**src/rtl/stream_exec_sequencer.sv**
```systemverilog
// Run sequencer for the multi-stream buffer bank: holds per-stream address
// windows, streams host words into every window, pulses reset-execution,
// runs execution until all streams report done, then signals completion.
module stream_exec_sequencer #(
  parameter int unsigned N_STREAMS     = 8,
  parameter int unsigned STREAM_ADDR_L = 10,
  parameter int unsigned STREAM_W      = 24,
  parameter int unsigned CNT_W         = 32
) (
  input  logic                               clk,
  input  logic                               rst,
  input  logic                               cfg_wr,
  input  logic [$clog2(N_STREAMS)-1:0]       cfg_stream_id,
  input  logic [STREAM_ADDR_L-1:0]           cfg_start_addr,
  input  logic [STREAM_ADDR_L-1:0]           cfg_end_addr,
  output logic                               cfg_err,
  input  logic                               start,
  input  logic                               abort,
  input  logic [STREAM_W-1:0]                ld_data,
  input  logic                               ld_vld,
  output logic                               ld_rdy,
  output logic                               busy,
  output logic                               done,
  output logic [CNT_W-1:0]                   exec_cycles,
  output logic [STREAM_W-1:0]                wr_data_io,
  output logic [STREAM_ADDR_L-1:0]           addr_io,
  output logic [$clog2(N_STREAMS)-1:0]       stream_id_io,
  output logic                               wr_vld_io,
  output logic                               reset_execution_io,
  output logic                               enable_execution_io,
  input  logic                               done_execution_io,
  output logic [N_STREAMS*STREAM_ADDR_L-1:0] stream_start_addr_io,
  output logic [N_STREAMS*STREAM_ADDR_L-1:0] stream_end_addr_io
);

  localparam int unsigned AW    = STREAM_ADDR_L;
  localparam int unsigned SID_W = $clog2(N_STREAMS);

  localparam logic [AW-1:0]    ADDR_MAX = '1;
  localparam logic [CNT_W-1:0] CNT_MAX  = '1;
  localparam logic [SID_W-1:0] LAST_SID = SID_W'(N_STREAMS - 1);

  typedef enum logic [2:0] {
    S_IDLE     = 3'd0,
    S_LOAD     = 3'd1,
    S_RST_EXEC = 3'd2,
    S_RUN      = 3'd3,
    S_DONE     = 3'd4
  } state_e;

  state_e                 state_q, state_d;
  logic [SID_W-1:0]       cur_stream_q, cur_stream_d;
  logic [AW-1:0]          cur_addr_q, cur_addr_d;
  logic [CNT_W-1:0]       exec_cycles_q, exec_cycles_d;
  logic                   cfg_err_q, cfg_err_d;
  logic [N_STREAMS-1:0]   cfg_valid_q, cfg_valid_d;
  logic [AW-1:0]          win_start_q [N_STREAMS];
  logic [AW-1:0]          win_start_d [N_STREAMS];
  logic [AW-1:0]          win_end_q   [N_STREAMS];
  logic [AW-1:0]          win_end_d   [N_STREAMS];
  logic [SID_W-1:0]       nxt_sid;

  assign cfg_err     = cfg_err_q;
  assign exec_cycles = exec_cycles_q;

  // Expose the configured windows to the stream bank as flat vectors.
  for (genvar g = 0; g < N_STREAMS; g++) begin : g_win
    assign stream_start_addr_io[g*AW +: AW] = win_start_q[g];
    assign stream_end_addr_io[g*AW +: AW]   = win_end_q[g];
  end

  // Next-state, config update and stream-bank control decode.
  always_comb begin
    state_d             = state_q;
    cur_stream_d        = cur_stream_q;
    cur_addr_d          = cur_addr_q;
    exec_cycles_d       = exec_cycles_q;
    cfg_err_d           = 1'b0;
    cfg_valid_d         = cfg_valid_q;
    win_start_d         = win_start_q;
    win_end_d           = win_end_q;
    nxt_sid             = cur_stream_q + SID_W'(1);
    ld_rdy              = 1'b0;
    wr_vld_io           = 1'b0;
    wr_data_io          = '0;
    addr_io             = '0;
    stream_id_io        = '0;
    reset_execution_io  = 1'b0;
    enable_execution_io = 1'b0;
    done                = 1'b0;
    busy                = (state_q != S_IDLE);

    // An end address of all-ones would make the bank's end+1 compare wrap.
    if (cfg_wr) begin
      if ((state_q != S_IDLE) || (cfg_start_addr > cfg_end_addr) ||
          (cfg_end_addr == ADDR_MAX)) begin
        cfg_err_d = 1'b1;
      end else begin
        win_start_d[cfg_stream_id] = cfg_start_addr;
        win_end_d[cfg_stream_id]   = cfg_end_addr;
        cfg_valid_d[cfg_stream_id] = 1'b1;
      end
    end

    unique case (state_q)
      S_IDLE: begin
        if (start) begin
          if (&cfg_valid_q) begin
            state_d      = S_LOAD;
            cur_stream_d = '0;
            cur_addr_d   = win_start_q[0];
          end else begin
            cfg_err_d = 1'b1;
          end
        end
      end
      S_LOAD: begin
        ld_rdy       = 1'b1;
        wr_vld_io    = ld_vld;
        wr_data_io   = ld_data;
        addr_io      = cur_addr_q;
        stream_id_io = cur_stream_q;
        if (ld_vld) begin
          if (cur_addr_q == win_end_q[cur_stream_q]) begin
            if (cur_stream_q == LAST_SID) begin
              state_d = S_RST_EXEC;
            end else begin
              cur_stream_d = nxt_sid;
              cur_addr_d   = win_start_q[nxt_sid];
            end
          end else begin
            cur_addr_d = cur_addr_q + AW'(1);
          end
        end
      end
      S_RST_EXEC: begin
        reset_execution_io = 1'b1;
        exec_cycles_d      = '0;
        state_d            = S_RUN;
      end
      S_RUN: begin
        enable_execution_io = 1'b1;
        if (exec_cycles_q != CNT_MAX) begin
          exec_cycles_d = exec_cycles_q + CNT_W'(1);
        end
        if (done_execution_io) begin
          state_d = S_DONE;
        end
      end
      S_DONE: begin
        done    = 1'b1;
        state_d = S_IDLE;
      end
      default: state_d = S_IDLE;
    endcase

    if (abort) begin
      state_d = S_IDLE;
    end
  end

  // State and datapath registers.
  always_ff @(posedge clk or negedge rst) begin
    if (!rst) begin
      state_q       <= S_IDLE;
      cur_stream_q  <= '0;
      cur_addr_q    <= '0;
      exec_cycles_q <= '0;
      cfg_err_q     <= 1'b0;
      cfg_valid_q   <= '0;
      win_start_q   <= '{default: '0};
      win_end_q     <= '{default: '0};
    end else begin
      state_q       <= state_d;
      cur_stream_q  <= cur_stream_d;
      cur_addr_q    <= cur_addr_d;
      exec_cycles_q <= exec_cycles_d;
      cfg_err_q     <= cfg_err_d;
      cfg_valid_q   <= cfg_valid_d;
      win_start_q   <= win_start_d;
      win_end_q     <= win_end_d;
    end
  end

endmodule

```
**config.mk**
```make
export PLATFORM = sky130hd
export DESIGN_NAME = stream_exec_sequencer
export DESIGN_NICKNAME = d
export VERILOG_FILES = /design/src/rtl/stream_exec_sequencer.sv
export SDC_FILE = /design/constraint.sdc
export NUM_CORES = 1
export LEC_CHECK = 0
export BUFFER_PORTS_ARGS = -buffer_cell sky130_fd_sc_hd__buf_4
export CAP_MARGIN = 20
export CORE_MARGIN = 3
export CORE_UTILIZATION = 50
export DETAILED_ROUTE_END_ITERATION = 8
export PLACE_DENSITY = 0.76
export SETUP_SLACK_MARGIN = 0.3
export SYNTH_ARGS = -nofsm -noshare
export SYNTH_HDL_FRONTEND = slang
export SYNTH_SLANG_ARGS = --single-unit
```
**constraint.sdc**
```tcl
create_clock -name clk -period 3.2 [get_ports clk]
set_input_delay 0.96 -clock clk [delete_from_list [all_inputs] [get_ports clk]]
set_output_delay 0.96 -clock clk [all_outputs]
set_load 0.005 [all_outputs]
```
==> impl_metrics.csv, run 1 <==
group,metric,value,unit
synthesis,synth_top_area_share,50.0,%
power,switching_share,33.1,%
worst_setup_path,crit_top_cell,"buf_4",
power,ir_drop,0.457,mV
synthesis,ys_seq_elements,217,
worst_setup_path,cpPeakStageDelay,0.34,ns
worst_setup_path,timing.rr.end,"exec_cycles[29]",
timing,finalMaxSlewViolations,0,
worst_setup_path,crit_chain,"buf_4 -> ha_1 -> a21oi_1 -> nor2b_1 -> o21ai_0 -> o211ai_1 -> a21oi_4 -> nand3_4 -> buf_4 -> nor2_4 -> buf_4 -> mux2_2",
synthesis,synth_area_leaders,"dfrtp_1 50%, mux2_2 16%, mux4_2 6.2%, and3_1 2.9%, mux2i_1 2.9%",
timing,rsz0062_at_grt,"true",
power,p_leak,6.97,nW
synthesis,synthFlopType,"dfrtp_1",
worst_setup_path,start_kind,"input port",
worst_setup_path,rr_worst_depth,7,
global_routing,grt_pass1_wl,52.6,mm
worst_setup_path,cp-end-kind,"flip-flop",
clocking,h-tree-depth,1,
global_routing,grt_antenna_before_repair,0,
timing,tightest_slew,0.716,ns
timing,fin_skew,0.0178,ns
die,io_pins,290,
placement,place_inst,1447,
synthesis,avgSynthCellArea,12.4,um^2
flow_run,cap_violations,0,
power,p_per_area,744,nW/um^2
layout,syn2layout_area_growth,34.9,%
synthesis,postSynthCellCount,879,
die,die_w,153,um
die,dieArea,23500,um^2
detailed_routing,dr.pass1.iters,5,
layout,layout.cells.non_filler,1492,
power,power.share.combinational,38.3,%
layout,drive_gt1_share,49.1,%
synthesis,yosysWarnings,0,
layout,nets,1270,
die,initial_core_util,51.4,%
global_routing,grt_max_degree,80,
timing,fmax,0.352,GHz
placement,placed_area,13800,um^2
worst_setup_path,cp.required,3.58,ns
synthesis,synth-edff-count,0,
synthesis,yosysSeqAreaShare,50.0,%
worst_setup_path,path_class,"in2reg",
synthesis,yosys.area.top_type,"dfrtp_1",
global_routing,overflow,0,
die,std_cell_rows,53,
outcome,status,"completed",
global_routing,grt_usage,28.4,%
clocking,ctsRootBufferMaster,"clkbuf_16",
power,pwr-share-clk,22.7,%
detailed_routing,final_antenna_net_count,0,
placement,routabilityCongestion,0.872,
clocking,clkTransAtPathRegs,0.06,ns
clocking,numCtsBuffers,23,
power,p_sw,0.00361,W
die,core,21200,um^2
worst_setup_path,r2r_setup_slack,0.46,ns
power,p_total,0.0109,W
worst_setup_path,slowest_stage,"mux2_2",
worst_setup_path,critPathLaunch,"cfg_start_addr[7]",
layout,n_fill_cell,1531,
timing,setup_viol_count_final,0,
worst_setup_path,timing.rr.start,"exec_cycles[15]",
timing,hold_slack,0.420,ns
power,p_int,0.00729,W
worst_setup_path,cp.arrival,3.23,ns
detailed_routing,post_drt_wl_per_cell,22.9,um
detailed_routing,drt_wl_total,34.1,mm
timing,period_share,88.9,%
layout,diodes,0,
placement,numPortBuffers,289,
detailed_routing,via_count,8595,
layout,multi_input_area,5300,um^2
worst_setup_path,cp_max_fo,6,
detailed_routing,via_per_inst,5.76,
detailed_routing,drc_errors,0,
synthesis,async_reset_ff_share,100,%
layout,fin_area,14700,um^2
clocking,cts.path.max_buffers,3,
worst_hold_path,worstHoldPathType,"in2async",
layout,ff_latch_area,5430,um^2
die,dieHeight,153,um
timing,period_minus_slack,2.84,ns
clocking,cts.sinks,217,
power,seqPwrFrac,39.0,%
detailed_routing,drt_iter0_markers,530,
timing,relSlewSlack,51.6,%
clocking,cts_tree,"done",
synthesis,mappedNetlistArea,10900,um^2
timing,hold_viol,0,
clocking,insertion_delay,0.52,ns
placement,dp_hpwl,24.8,mm
synthesis,synth_cell_type_count,49,
global_routing,grt_pass1_vias,8820,
synthesis,synth_nets,947,
## final cells by class
class	instances	share of cell area, %
timing repair buffer	349	19.0
multi-input combinational	590	36.2
clock buffer	33	4.46
clock inverter	7	0.265
tap	275	2.35
inverter	21	0.649
sequential	217	37.1
## state kept, by name (all words and copies together), names as in the netlist
| name | flops |
|---|---|
| cfg_err | 1 |
| state_q | 3 |
| cur_addr_q | 10 |
| stream_start_addr_io | 80 |
| stream_end_addr_io | 80 |
| cur_stream_q | 3 |
| cfg_valid_q | 8 |
| exec_cycles | 32 |
## power by group through the flow
stage | logic, W | clock network, W | registers [W]
final | 0.00418 | 0.00247 | 0.00425
after global routing | 0.00449 | 0.00263 | 0.00434
after CTS | 0.00416 | 0.00252 | 0.00423
after detailed placement | 0.00413 | 0 | 0.00426
after global placement | 0.00407 | 0 | 0.00425
after floorplan | 0.00241 | 0 | 0.00402
## critical path: cells and delay by family
family / cells / cell delay (ns)
adders and majority gates: 1 / 0.31
muxes: 1 / 0.34
and+or+nand+nor: 3 / 0.39
buffers and inverters: 3 / 0.51
AOI/OAI and AO/OA: 4 / 0.71
## Yosys cell counts (all sizes together) (4+ instances only)
| cell type | count |
|---|---|
| mux4 | 30 |
| and2 | 4 |
| nor2b | 5 |
| inv | 21 |
| o22ai | 4 |
| buf | 25 |
| dfrtp | 217 |
| mux2i | 31 |
| nand3 | 31 |
| a21o | 4 |
| o211ai | 10 |
| a21oi | 7 |
| nor2 | 57 |
| nand2 | 50 |
| and4 | 7 |
| nor3 | 7 |
| xnor2 | 31 |
| mux2 | 158 |
| nand2b | 7 |
| ha | 14 |
| nand4 | 14 |
| a31oi | 12 |
| clkbuf | 26 |
| o21ai | 17 |
| and3 | 50 |
| xor2 | 15 |
## worst max path at each step
stage	depth (start not counted)	to	slack, ns
floorplan	11	stream_end_addr_io[59]	0.22
CTS	13	stream_end_addr_io[70]	0.31
finish	12	stream_end_addr_io[72]	0.36
global placement	13	stream_start_addr_io[75]	-0.14
detailed placement	13	stream_end_addr_io[70]	-0.21
global route	7	exec_cycles[29]	0.30
## stage by stage
| step | TNS [ns] | setup slack, ns | util (%) |
|---|---|---|---|
| floorplan | 0 | 0.223 | - |
| global placement | -10.51 | -0.143 | 65.4 |
| detailed placement | -20.33 | -0.208 | 65.4 |
| CTS | 0 | 0.314 | 68.7 |
| global route | 0 | 0.299 | 69.3 |
| finish | 0 | 0.355 | 69.3 |
## routing by layer
layer  global-route usage (%)  part of all wire, %  wire (um)  up-vias
met3                     5.78                  8.1       2750       56
li1                         -                    -          -     3841
met4                     7.91                  2.5        869        0
met5                        0                    0          0        -
met2                     47.5                   49      16700      367
met1                     38.2                   40      13800     4331
## placed cells by master (no fill, tap or decap), types with 3 or more instances in the layout
cell / instances
a31oi_2: 7
clkbuf_8: 4
buf_4: 334
mux4_2: 30
clkbuf_1: 6
or2_2: 3
inv_1: 19
nand3b_1: 3
mux2_2: 121
o21ai_0: 17
clkinv_2: 6
xnor2_1: 31
o22ai_1: 4
clkbuf_16: 24
a21oi_1: 4
xor2_1: 15
mux2i_1: 30
a31oi_1: 5
nand3_1: 30
dfrtp_1: 216
and3_1: 50
nand2_1: 50
buf_12: 10
nor3_1: 7
and2_1: 4
nor2b_1: 5
nand2b_1: 7
nand4_1: 14
a221oi_1: 3
o211ai_1: 10
ha_1: 13
nor3b_4: 3
mux2_4: 35
a21o_1: 4
nor2_2: 3
nor2_1: 53
and4_1: 7
## cells by family (layout without fill, tap and decap cells)
group                      Yosys count  count (layout)  share of synthesized area [%]
and+or+nand+nor                    245             245                           11.6
buffers and inverters               72             410                           3.34
adders and majority gates           14              14                           1.61
DFF                                217             217                           50.0
xor gates and xnor gates            46              46                           3.71
AOI/OAI and AO/OA                   66              66                           4.34
muxes                              219             219                           25.5
## repair_timing
item,CTS,global route
buffers inserted,0,4
gates cloned,0,1
resized for setup,1,14
endpoints found under the setup margin,1,155
hold buffers,0,0
pin swaps,0,3
Power figures use the tool's default switching activity.
==> inputs of run 2 (changes only) <==
--- a/config.mk
+++ b/config.mk
@@ -7,8 +7,9 @@
 export LEC_CHECK = 0
 export BUFFER_PORTS_ARGS = -buffer_cell sky130_fd_sc_hd__buf_4
 export CAP_MARGIN = 20
-export CORE_MARGIN = 3
+export CORE_MARGIN = 4
 export CORE_UTILIZATION = 50
+export CTS_BUF_LIST = sky130_fd_sc_hd__clkbuf_4 sky130_fd_sc_hd__clkbuf_8
 export DETAILED_ROUTE_END_ITERATION = 8
 export PLACE_DENSITY = 0.76
 export SETUP_SLACK_MARGIN = 0.3
==> run 2 against run 1 <==
- sequential share of layout area shrank 0.43 points
- wire length up 2.6%
- setup slack improved by 0.044 ns
- register-to-register slack lost 0.03 ns
- first-iteration DRC count shrank 17%
- sequential power about the same
- worst hold slack lost 0.040 ns
- final area up 1.2%
==> impl_metrics.csv, run 2 (synthesis gave the netlist of run 1 again) <==
group,metric,value,unit
layout,ff_latch_area,5430,um^2
detailed_routing,drt_wl_total,35.0,mm
clocking,cts_tree,"done",
global_routing,overflow,0,
worst_setup_path,critPathTopFamily,"compound AO/OA/AOI/OAI gates",
timing,fin_skew,0.0116,ns
detailed_routing,drc_errors,0,
power,p_per_area,751,nW/um^2
global_routing,grt_usage,28.5,%
layout,multi_input_area,5330,um^2
layout,n_fill_cell,1583,
worst_setup_path,path_class,"in2reg",
layout,layout_common_cells,"339 x buf_4, 216 x dfrtp_1, 120 x mux2_2",
timing,worst_slack,0.399,ns
global_routing,grt_antenna_before_repair,0,
layout,syn2layout_area_growth,36.5,%
placement,routabilityCongestion,0.861,
layout,final_common_cell,"buf_4",
clocking,h-tree-depth,2,
placement,place_ws,-0.260,ns
detailed_routing,via_count,8684,
worst_setup_path,cp_max_fo,8,
timing,fin_setup_tns,0,ns
global_routing,grt_pass1_vias,8822,
die,initial_core_util,51.2,%
worst_setup_path,crit_chain,"buf_8 -> inv_12 -> ha_4 -> a21o_1 -> a21o_1 -> a21oi_2 -> o211ai_1 -> a21oi_2 -> nand3_4 -> buf_6 -> nor2_4 -> clkbuf_16 -> mux2_2",
worst_setup_path,critPathLaunch,"cfg_end_addr[3]",
detailed_routing,post_drt_wl_per_cell,23.0,um
timing,period_share,87.5,%
outcome,status,"completed",
worst_setup_path,critical_path_buf_inv_count,4,
global_routing,grt_pass1_wl,53.4,mm
clocking,hold_buffers,0,
placement,dp_hpwl,25.5,mm
clocking,cts.sinks,217,
timing,period_minus_slack,2.80,ns
detailed_routing,drt_iter0_markers,440,
clocking,ctsRootBufferMaster,"clkbuf_8",
worst_setup_path,timing.rr.start,"cur_stream_q[0]",
timing,fmax,0.357,GHz
layout,diodes,0,
detailed_routing,final_antenna_net_count,0,
timing,finalMaxSlewViolations,0,
clocking,cts.path.max_buffers,3,
detailed_routing,dr.pass1.iters,4,
die,io_pins,290,
worst_setup_path,cp.arrival,3.21,ns
clocking,insertion_delay,0.52,ns
worst_setup_path,cp.required,3.61,ns
worst_setup_path,cpPeakStageDelay,0.33,ns
timing,tightest_slew,0.703,ns
layout,drive_gt1_share,51.2,%
die,dieArea,24100,um^2
die,die_w,155,um
power,p_leak,7.09,nW
flow_run,cap_violations,0,
global_routing,grt_max_degree,64,
clocking,numCtsBuffers,37,
power,ir_drop,0.502,mV
worst_setup_path,slowest_stage,"mux2_2",
timing,setup_viol_count_final,0,
timing,rsz0062_at_grt,"true",
clocking,clkTransAtPathRegs,0.06,ns
die,core,21200,um^2
placement,numPortBuffers,289,
worst_hold_path,worstHoldPathType,"in2async",
die,std_cell_rows,53,
timing,hold_viol,0,
layout,nets,1290,
worst_setup_path,start_kind,"input port",
timing,relSlewSlack,53.1,%
worst_setup_path,cp-end-kind,"flip-flop",
die,dieHeight,155,um
detailed_routing,via_per_inst,5.70,
[run 2: cell types whose count changed in the layout (fill, tap and decap cells not counted), sizes merged]
cell / change
clkbuf: +23
buf: +5
clkinvlp: +3
bufbuf: +1
bufinv: +1
clkinv: -1
inv: -1
[run 2: final timing paths]
path / slack, ns / depth (start not counted) / endpoint
max: 0.40 / 13 / stream_start_addr_io[70]
min: 0.38 / 1 / stream_end_addr_io[62]
max reg2reg: 0.43 / 10 / cur_addr_q[4]
min reg2reg: 0.47 / 1 / cfg_valid_q[2]
max in group asynchronous: 2.07 / 2 / stream_start_addr_io[2]
min in group clk: 0.47 / 1 / cfg_valid_q[2]
[run 2: worst reg2reg max path, delay by kind of cell, from the launching register on]
family                    cells  cell delay (ns)
DFF                           1             0.58
buffers and inverters         2             0.41
xor gates and xnor gates      1             0.14
AOI/OAI and AO/OA             2             0.20
and+or+nand+nor               3             0.61
muxes                         2             0.69
[run 2: area by class of cell]
type,count,area share [%]
Tap cell,275,2.32
Clock inverter,9,0.523
Sequential cell,217,36.7
Inverter,21,0.641
Clock buffer,56,4.61
Multi-Input combinational cell,590,35.9
Timing Repair Buffer,355,19.3
[run 2: routing by layer]
metal / up-vias / track usage (%) / share of wire, %
met5: - / 0 / 0
met4: 0 / 9.96 / 3.3
li1: 3883 / - / -
met3: 66 / 7.01 / 8.3
met2: 364 / 45.8 / 48
met1: 4371 / 38.1 / 41
[run 2: metrics by stage]
stage / util (%) / power [W] / instances / instance area [um^2] / hold WS [ns]
final: 69.9 / 0.0111 / 1523 / 14800 / 0.380
after CTS: 69.1 / 0.0111 / 1515 / 14700 / 0.377
after global placement: 65.2 / 0.00838 / 1447 / 13800 / 0.452
after detailed placement: 65.2 / 0.00850 / 1447 / 13800 / 0.453
after floorplan: - / 0.00643 / 879 / 11100 / 0.434
after global routing: 69.9 / 0.0117 / 1523 / 14800 / 0.404
[run 2: timing repair]
item	in CTS	in global routing
pin swaps	1	9
setup endpoints to repair	18	86
setup buffers	2	7
gates resized for setup	3	21
gates cloned	1	1
[run 2: where the power goes]
part	internal [W]	switching, W
logic	0.00251	0.00182
clock network	0.00145	0.00113
registers	0.00345	0.000781
total	0.00741	0.00373
